<file path="src/rtl/rtc_bus_arbiter_if.sv">
// rtc_bus_arbiter_if: channel request/grant and protocol-engine signals of the RTC bus arbiter.
interface rtc_bus_arbiter_if #(
    parameter int NUM_CH = 4,
    parameter int ADDR_W = 8,
    parameter int DATA_W = 8
);
    logic [NUM_CH-1:0]        ch_req;
    logic [NUM_CH-1:0]        ch_rw;
    logic [NUM_CH*ADDR_W-1:0] ch_addr;
    logic [NUM_CH*DATA_W-1:0] ch_wdata;
    logic [NUM_CH-1:0]        ch_grant;
    logic [NUM_CH-1:0]        ch_done;
    logic [DATA_W-1:0]        rd_data;
    logic [ADDR_W-1:0]        proto_addr;
    logic [DATA_W-1:0]        proto_wdata;
    logic                     proto_rw;
    logic                     proto_start;
    logic                     proto_done;
    logic [DATA_W-1:0]        proto_rdata;
    logic                     busy;
    logic                     timeout_err;

    modport slave (
        input  ch_req, ch_rw, ch_addr, ch_wdata, proto_done, proto_rdata,
        output ch_grant, ch_done, rd_data, proto_addr, proto_wdata, proto_rw, proto_start, busy, timeout_err
    );

    modport master (
        output ch_req, ch_rw, ch_addr, ch_wdata, proto_done, proto_rdata,
        input  ch_grant, ch_done, rd_data, proto_addr, proto_wdata, proto_rw, proto_start, busy, timeout_err
    );
endinterface

</file>
<file path="src/rtl/rtc_bus_arbiter.sv">
// rtc_bus_arbiter: arbitrates NUM_CH channels onto one RTC protocol engine with a transfer watchdog.
// Fixed priority by default; define RTC_ARB_ROUND_ROBIN_EN for round-robin arbitration.
module rtc_bus_arbiter #(
    parameter int NUM_CH = 4,
    parameter int ADDR_W = 8,
    parameter int DATA_W = 8,
    parameter int TO_CYC = 255
) (
    input  logic              clk,
    input  logic              Reset,
    rtc_bus_arbiter_if.slave  bus
);
    localparam int IW = $clog2(NUM_CH);
    localparam int CW = $clog2(TO_CYC + 1);

    typedef enum logic [1:0] {IDLE, XFER, DONE} state_t;

    state_t            state_q, state_d;
    logic [CW-1:0]     cnt_q, cnt_d;
    logic [NUM_CH-1:0] grant_q, grant_d, done_q, done_d;
    logic              start_q, start_d, rw_q, rw_d, terr_q, terr_d;
    logic [ADDR_W-1:0] addr_q, addr_d, addr_sel;
    logic [DATA_W-1:0] wdata_q, wdata_d, wdata_sel, rd_q, rd_d;
    logic              rw_sel;
    logic [IW-1:0]     pick, idx;

`ifdef RTC_ARB_ROUND_ROBIN_EN
    logic [IW-1:0] ptr_q;

    always_comb begin
        pick = '0;
        idx  = '0;
        for (int k = NUM_CH - 1; k >= 0; k--) begin
            idx = IW'((int'(ptr_q) + k) % NUM_CH);
            if (bus.ch_req[idx]) pick = idx;
        end
    end

    always_ff @(posedge clk)
        if (Reset)
            ptr_q <= '0;
        else if (state_q == IDLE && |bus.ch_req)
            ptr_q <= IW'((int'(pick) + 1) % NUM_CH);
`else
    always_comb begin
        pick = '0;
        idx  = '0;
        for (int k = NUM_CH - 1; k >= 0; k--) begin
            idx = IW'(k);
            if (bus.ch_req[idx]) pick = idx;
        end
    end
`endif

    always_comb begin
        addr_sel  = '0;
        wdata_sel = '0;
        rw_sel    = 1'b0;
        for (int k = 0; k < NUM_CH; k++)
            if (IW'(k) == pick) begin
                addr_sel  = bus.ch_addr[k*ADDR_W +: ADDR_W];
                wdata_sel = bus.ch_wdata[k*DATA_W +: DATA_W];
                rw_sel    = bus.ch_rw[k];
            end
    end

    always_comb begin
        state_d = state_q;
        cnt_d   = cnt_q;
        grant_d = grant_q;
        done_d  = '0;
        start_d = 1'b0;
        addr_d  = addr_q;
        wdata_d = wdata_q;
        rw_d    = rw_q;
        rd_d    = rd_q;
        terr_d  = terr_q;
        case (state_q)
            IDLE: if (|bus.ch_req) begin
                state_d = XFER;
                cnt_d   = '0;
                grant_d = NUM_CH'(1) << pick;
                start_d = 1'b1;
                addr_d  = addr_sel;
                wdata_d = wdata_sel;
                rw_d    = rw_sel;
            end
            XFER: begin
                cnt_d = cnt_q + 1'b1;
                // A completion on the watchdog's last cycle still counts as success.
                if (bus.proto_done || cnt_q == CW'(TO_CYC)) begin
                    state_d = DONE;
                    cnt_d   = '0;
                    grant_d = '0;
                    done_d  = grant_q;
                    rd_d    = (bus.proto_done && !rw_q) ? bus.proto_rdata : rd_q;
                    terr_d  = terr_q | !bus.proto_done;
                end
            end
            default: state_d = IDLE;
        endcase
    end

    always_ff @(posedge clk)
        if (Reset) begin
            state_q <= IDLE;
            cnt_q   <= '0;
            grant_q <= '0;
            done_q  <= '0;
            start_q <= 1'b0;
            addr_q  <= '0;
            wdata_q <= '0;
            rw_q    <= 1'b0;
            rd_q    <= '0;
            terr_q  <= 1'b0;
        end else begin
            state_q <= state_d;
            cnt_q   <= cnt_d;
            grant_q <= grant_d;
            done_q  <= done_d;
            start_q <= start_d;
            addr_q  <= addr_d;
            wdata_q <= wdata_d;
            rw_q    <= rw_d;
            rd_q    <= rd_d;
            terr_q  <= terr_d;
        end

    assign bus.ch_grant    = grant_q;
    assign bus.ch_done     = done_q;
    assign bus.rd_data     = rd_q;
    assign bus.proto_addr  = addr_q;
    assign bus.proto_wdata = wdata_q;
    assign bus.proto_rw    = rw_q;
    assign bus.proto_start = start_q;
    assign bus.busy        = state_q == XFER;
    assign bus.timeout_err = terr_q;
endmodule

</file>
<file path="src/flat_wrapper.sv">
// flat-port wrapper written by rule: the top's interface ports become plain ports
module rtc_bus_arbiter_flat 
#(
    parameter int NUM_CH = 4,
    parameter int ADDR_W = 8,
    parameter int DATA_W = 8,
    parameter int TO_CYC = 255
)
  (clk, Reset, bus_ch_req, bus_ch_rw, bus_ch_addr, bus_ch_wdata, bus_proto_done, bus_proto_rdata, bus_ch_grant, bus_ch_done, bus_rd_data, bus_proto_addr, bus_proto_wdata, bus_proto_rw, bus_proto_start, bus_busy, bus_timeout_err);
  rtc_bus_arbiter_if #(.NUM_CH(NUM_CH), .ADDR_W(ADDR_W), .DATA_W(DATA_W)) bus_i ();
  input  logic clk;
  input  logic Reset;
  input wire logic [$bits(bus_i.ch_req)-1:0] bus_ch_req;
  input wire logic [$bits(bus_i.ch_rw)-1:0] bus_ch_rw;
  input wire logic [$bits(bus_i.ch_addr)-1:0] bus_ch_addr;
  input wire logic [$bits(bus_i.ch_wdata)-1:0] bus_ch_wdata;
  input wire logic [$bits(bus_i.proto_done)-1:0] bus_proto_done;
  input wire logic [$bits(bus_i.proto_rdata)-1:0] bus_proto_rdata;
  output wire logic [$bits(bus_i.ch_grant)-1:0] bus_ch_grant;
  output wire logic [$bits(bus_i.ch_done)-1:0] bus_ch_done;
  output wire logic [$bits(bus_i.rd_data)-1:0] bus_rd_data;
  output wire logic [$bits(bus_i.proto_addr)-1:0] bus_proto_addr;
  output wire logic [$bits(bus_i.proto_wdata)-1:0] bus_proto_wdata;
  output wire logic [$bits(bus_i.proto_rw)-1:0] bus_proto_rw;
  output wire logic [$bits(bus_i.proto_start)-1:0] bus_proto_start;
  output wire logic [$bits(bus_i.busy)-1:0] bus_busy;
  output wire logic [$bits(bus_i.timeout_err)-1:0] bus_timeout_err;
  assign bus_i.ch_req = bus_ch_req;
  assign bus_i.ch_rw = bus_ch_rw;
  assign bus_i.ch_addr = bus_ch_addr;
  assign bus_i.ch_wdata = bus_ch_wdata;
  assign bus_i.proto_done = bus_proto_done;
  assign bus_i.proto_rdata = bus_proto_rdata;
  assign bus_ch_grant = bus_i.ch_grant;
  assign bus_ch_done = bus_i.ch_done;
  assign bus_rd_data = bus_i.rd_data;
  assign bus_proto_addr = bus_i.proto_addr;
  assign bus_proto_wdata = bus_i.proto_wdata;
  assign bus_proto_rw = bus_i.proto_rw;
  assign bus_proto_start = bus_i.proto_start;
  assign bus_busy = bus_i.busy;
  assign bus_timeout_err = bus_i.timeout_err;
  rtc_bus_arbiter #(.NUM_CH(NUM_CH), .ADDR_W(ADDR_W), .DATA_W(DATA_W), .TO_CYC(TO_CYC)) u_core (.clk(clk), .Reset(Reset), .bus(bus_i));
endmodule
</file>
<file path="config.mk">
export PLATFORM = sky130hd
export DESIGN_NAME = rtc_bus_arbiter_flat
export DESIGN_NICKNAME = d
export VERILOG_FILES = /design/src/rtl/rtc_bus_arbiter_if.sv /design/src/rtl/rtc_bus_arbiter.sv /design/src/flat_wrapper.sv
export SDC_FILE = /design/constraint.sdc
export NUM_CORES = 1
export LEC_CHECK = 0
export ABC_AREA = 1
export BUFFER_PORTS_ARGS = -buffer_cell sky130_fd_sc_hd__buf_2
export CAP_MARGIN = 20
export CELL_PAD_IN_SITES_DETAIL_PLACEMENT = 1
export CELL_PAD_IN_SITES_GLOBAL_PLACEMENT = 2
export CORE_ASPECT_RATIO = 0.75
export CORE_MARGIN = 2
export CORE_UTILIZATION = 22
export DETAILED_ROUTE_END_ITERATION = 12
export PLACE_DENSITY = 0.88
export SLEW_MARGIN = 15
export SYNTH_ARGS = -nofsm -noshare
export SYNTH_HDL_FRONTEND = slang
export SYNTH_SLANG_ARGS = --single-unit
export TNS_END_PERCENT = 1
</file>
<file path="constraint.sdc">
create_clock -name clk -period 1.44 [get_ports clk]
set_input_delay 0.144 -clock clk [delete_from_list [all_inputs] [get_ports clk]]
set_output_delay 0.144 -clock clk [all_outputs]
set_load 0.1 [all_outputs]
</file>
==> impl_table.tex <==
\begin{tabular}{lr}
\hline
Metric & Value \\
\hline
\multicolumn{2}{l}{\textbf{Outcome}} \\
\quad Result of the run & completed \\
\multicolumn{2}{l}{\textbf{Route}} \\
\quad Remaining routing DRC violations & 0 \\
\quad Length of the first detailed-routing pass in iterations & 4 \\
\quad Detail Route Antenna Nets & 0 \\
\quad Routed wirelength normalized by instance count & 13.5 µm \\
\quad Post-detailed-route via-to-cell ratio & 4.45 \\
\quad DRC violation total after the first TritonRoute iteration & 87 \\
\quad Vias & 2,695 \\
\quad Routed wire length & 8190 µm \\
\multicolumn{2}{l}{\textbf{Worst setup path}} \\
\quad Max stage delay on crit path & 0.33 ns \\
\quad Count of buffering cells on the critical path with inverters included & 0 \\
\quad CP required & 1.61 ns \\
\quad Data arrival time of the critical path & 1.51 ns \\
\quad Internal reg-to-reg setup slack & 0.10 ns \\
\quad Critical path's slowest cell & sky130\_fd\_sc\_hd\_\_dfxtp\_1 \\
\quad Kind of critical path & reg2reg \\
\quad Maximum fanout along the worst path & 4 \\
\quad Capturing element type of the critical path & register \\
\quad CP startpoint kind & register \\
\quad Most frequent CP cell & sky130\_fd\_sc\_hd\_\_nand2\_1 \\
\quad Cells along the critical path & ha\_1 > nand2\_1 > nor2\_2 > nand2\_1 > nand3\_2 > nand2\_2 > a21oi\_1 > nor2\_1 \\
\quad CP top delay family & simple AND/OR/NAND/NOR gates \\
\multicolumn{2}{l}{\textbf{Clock tree}} \\
\quad Maximum level of the CTS H-tree & 2 \\
\quad Clock insertion delay at the later pin of the skew report & 0.28 ns \\
\quad TritonCTS buffer count & 5 \\
\quad Cts repair resizes & 0 \\
\quad TritonCTS clock tree & done \\
\quad Root buffer cell & sky130\_fd\_sc\_hd\_\_clkbuf\_16 \\
\quad Clock transition at the registers of the reported paths & 0.07 ns \\
\quad Clock Sink Count & 45 \\
\quad CTS Buffer Depth & 2 \\
\quad Post-CTS setup buffer count & 0 \\
\quad Number of hold buffers added after CTS & 0 \\
\multicolumn{2}{l}{\textbf{STA}} \\
\quad Tcrit/Tclk final & 92.8\% \\
\quad Number of pins with negative max-slew slack in the final report & 0 \\
\quad Fin. Hold Viols & 0 \\
\quad Worst-case hold slack & 0.0757 ns \\
\quad Final clock skew & 0.00525 ns \\
\quad Measured slew at the worst slew-check pin & 0.916 ns \\
\quad Count of endpoints failing setup in the final report & 0 \\
\quad FMAX & 749 MHz \\
\quad Shortest period the worst path allows & 1.34 ns \\
\quad Setup repair after global routing missed its margin & false \\
\quad Slack of the critical path & 0.104 ns \\
\quad Max-Slew Margin vs Limit & 38.7\% \\
\multicolumn{2}{l}{\textbf{Power}} \\
\quad Combinational share of power & 38.2\% \\
\quad Switching share of total power & 43.4\% \\
\quad Switching power of the nets & 1.82 mW \\
\quad Power Internal & 2.37 mW \\
\quad Clock network fraction of design power & 27.8\% \\
\quad Peak VDD IR & 0.000556 V \\
\quad Leakage power of the design & 1.61 nW \\
\quad Share of total power in sequential cells & 34.0\% \\
\quad Pwr/cell area & 1270 mW/mm² \\
\quad Power consumption & 4.19 mW \\
\multicolumn{2}{l}{\textbf{Floorplanning}} \\
\quad Count of standard-cell rows & 32 \\
\quad Die height & 92.9 µm \\
\quad Chip Width & 123 µm \\
\quad Initial Utilization & 22.5\% \\
\quad I/O pin total & 119 \\
\quad Core outline area & 0.0103 mm² \\
\quad Die area & 0.0114 mm² \\
\multicolumn{2}{l}{\textbf{GRT}} \\
\quad Aggregate global routing overflow & 0 \\
\quad Most used routing layer & met2 \\
\quad Total routing usage reported by global routing & 14.8\% \\
\quad Global-route met1 utilization & 18.2\% \\
\quad Number of antenna violations at the first check in global routing & 1 \\
\quad Met2 routing resource usage after global routing & 26.0\% \\
\quad Pin count of the biggest net entering global routing & 37 \\
\quad Met3 track demand over resource in global routing & 4.06\% \\
\quad Wire length of the first global-routing pass & 13,500 µm \\
\quad Vias in the first global route & 2,800 \\
\multicolumn{2}{l}{\textbf{Place}} \\
\quad Port-buffer cells & 118 \\
\quad Weighted congestion reported at the end of routability-driven placement & 0.828 \\
\quad Total instance count after detailed placement & 596 \\
\quad Dpl hpwl & 6460 µm \\
\quad Worst setup timing slack at the placement stage & -0.0870 ns \\
\multicolumn{2}{l}{\textbf{Finish}} \\
\quad Post-layout utilization of the core & 32.0\% \\
\quad Cell Count, Final, Fillers Out & 605 \\
\quad Fraction of layout cells with a size suffix above 1 & 34.4\% \\
\quad Synthesis-to-finish area growth & 41.9\% \\
\quad Number of nets in the finished design & 551 \\
\multicolumn{2}{l}{\textbf{Synth}} \\
\quad Unique masters post-synth & 27 \\
\quad Mapped Cells & 346 \\
\quad Netlist area before placement & 0.00232 mm² \\
\quad Synthesis Warnings & 0 \\
\quad Post-Syn Area per Cell & 6.70 µm² \\
\quad Register bit total from synthesis & 45 \\
\quad Syn\_nets & 430 \\
\quad Sequential-to-total area share from yosys stat & 38.8\% \\
\multicolumn{2}{l}{\textbf{Run}} \\
\quad Number of maximum-capacitance constraint violations & 0 \\
\multicolumn{2}{l}{\textbf{Min path}} \\
\quad Worst Hold Class & in2reg \\
\hline
\end{tabular}
-- path summary, 6_finish.rpt --
path	to	cells after the start	from
setup / recovery	u_core.bus.ch_grant[3]$_SDFFE_PP0P_	8	u_core.cnt_q[1]$_SDFFE_PP0P_
hold / removal	u_core.bus.timeout_err$_SDFFE_PP0P_	2	bus_proto_done
setup reg to reg	u_core.bus.ch_grant[3]$_SDFFE_PP0P_	8	u_core.cnt_q[1]$_SDFFE_PP0P_
hold reg to reg	u_core.bus.ch_done[0]$_SDFF_PP0_	2	u_core.bus.ch_grant[0]$_SDFFE_PP0P_
-- registers in the layout, indices dropped and copies added (netlist names) --
| name | count |
|---|---|
| u_core.bus.rd_data | 8 |
| u_core.bus.ch_done | 4 |
| u_core.bus.proto_start | 1 |
| u_core.bus.proto_wdata | 8 |
| u_core.bus.timeout_err | 1 |
| u_core.bus.proto_addr | 8 |
| u_core.bus.ch_grant | 4 |
| u_core.bus.proto_rw | 1 |
| u_core.state_q | 2 |
| u_core.cnt_q | 8 |
-- metal layers --
metal | up-vias | wire [µm]
met1 | 1241 | 3690
met4 | 0 | 66
met2 | 75 | 3860
met3 | 6 | 575
li1 | 1373 | -
met5 | - | 0
-- power by group through the flow --
stage                     Clock, mW  Combinational, mW  Sequential [mW]
final                          1.16               1.60             1.42
after global placement            0               1.58             1.45
after global routing           1.26               1.72             1.43
after CTS                      1.20               1.61             1.42
after detailed placement          0               1.60             1.45
after floorplan                   0              0.467             2.20
-- cells in the final DEF (no fill, tap or decap), drive strengths merged, types with 3 or more instances in the layout --
cell type,synthesis,layout
a21oi,12,12
dfxtp,45,45
inv,37,38
buf,9,128
nand4,3,3
clkbuf,5,5
o21ai,48,48
nor2,66,66
nand3,62,62
nand2,53,53
-- cell families (layout without fill, tap and decap cells) --
kind of cell / count (synthesis) / in the layout / synth area share (%)
adder cells (fa/ha/maj): 1 / 1 / 0.539
AND/OR/NAND/NOR: 187 / 187 / 35.7
AO/OA/AOI/OAI: 62 / 62 / 14.6
buffers and inverters: 51 / 173 / 10.4
other: 0 / 1 / 0
flip-flops: 45 / 45 / 38.8
-- Yosys cell counts --
cell                       instances  area (µm²)
sky130_fd_sc_hd__nor2_1           64         240
sky130_fd_sc_hd__nand3_1          61         305
sky130_fd_sc_hd__nand2_1          49         184
sky130_fd_sc_hd__dfxtp_1          45         901
sky130_fd_sc_hd__o21ai_0          36         180
sky130_fd_sc_hd__inv_1            33         124
sky130_fd_sc_hd__a21oi_1          11        55.1
sky130_fd_sc_hd__o21ai_1          11        55.1
sky130_fd_sc_hd__buf_4             6        45.0
sky130_fd_sc_hd__clkbuf_1          4        15.0
sky130_fd_sc_hd__nand2_2           4        25.0
sky130_fd_sc_hd__buf_6             3        33.8
sky130_fd_sc_hd__inv_2             3        11.3
sky130_fd_sc_hd__nand4_1           3        18.8
sky130_fd_sc_hd__a21o_1            1        7.51
sky130_fd_sc_hd__a21oi_4           1        16.3
sky130_fd_sc_hd__clkbuf_2          1        5.00
sky130_fd_sc_hd__ha_1              1        12.5
sky130_fd_sc_hd__inv_4             1        6.26
sky130_fd_sc_hd__nand3_2           1        10.0
sky130_fd_sc_hd__nor2_2            1        6.26
sky130_fd_sc_hd__nor2_4            1        11.3
sky130_fd_sc_hd__nor3_1            1        5.00
sky130_fd_sc_hd__nor3_4            1        16.3
sky130_fd_sc_hd__o21a_1            1        7.51
sky130_fd_sc_hd__o21ai_4           1        16.3
sky130_fd_sc_hd__or2_2             1        6.26
-- per-stage QoR --
step | setup TNS (ns) | instance area, µm²
2_1_floorplan | -0.838 | 2340
3_3_place_gp | -0.0151 | 3120
3_5_place_dp | -1.08 | 3120
4_1_cts | 0 | 3270
5_1_grt | 0 | 3290
6_report | 0 | 3290
-- final cells by class --
cell class / count / area, µm²
fillers: 1354 / 7000
multi-input cells: 250 / 1200
flip-flops and latches: 45 / 903
repair buffers: 128 / 709
well taps: 136 / 170
inverters: 37 / 151
clock buffers: 5 / 125
clock inverters: 3 / 25.0
diodes: 1 / 2.50
No activity file was read; power rests on OpenSTA's default activity.
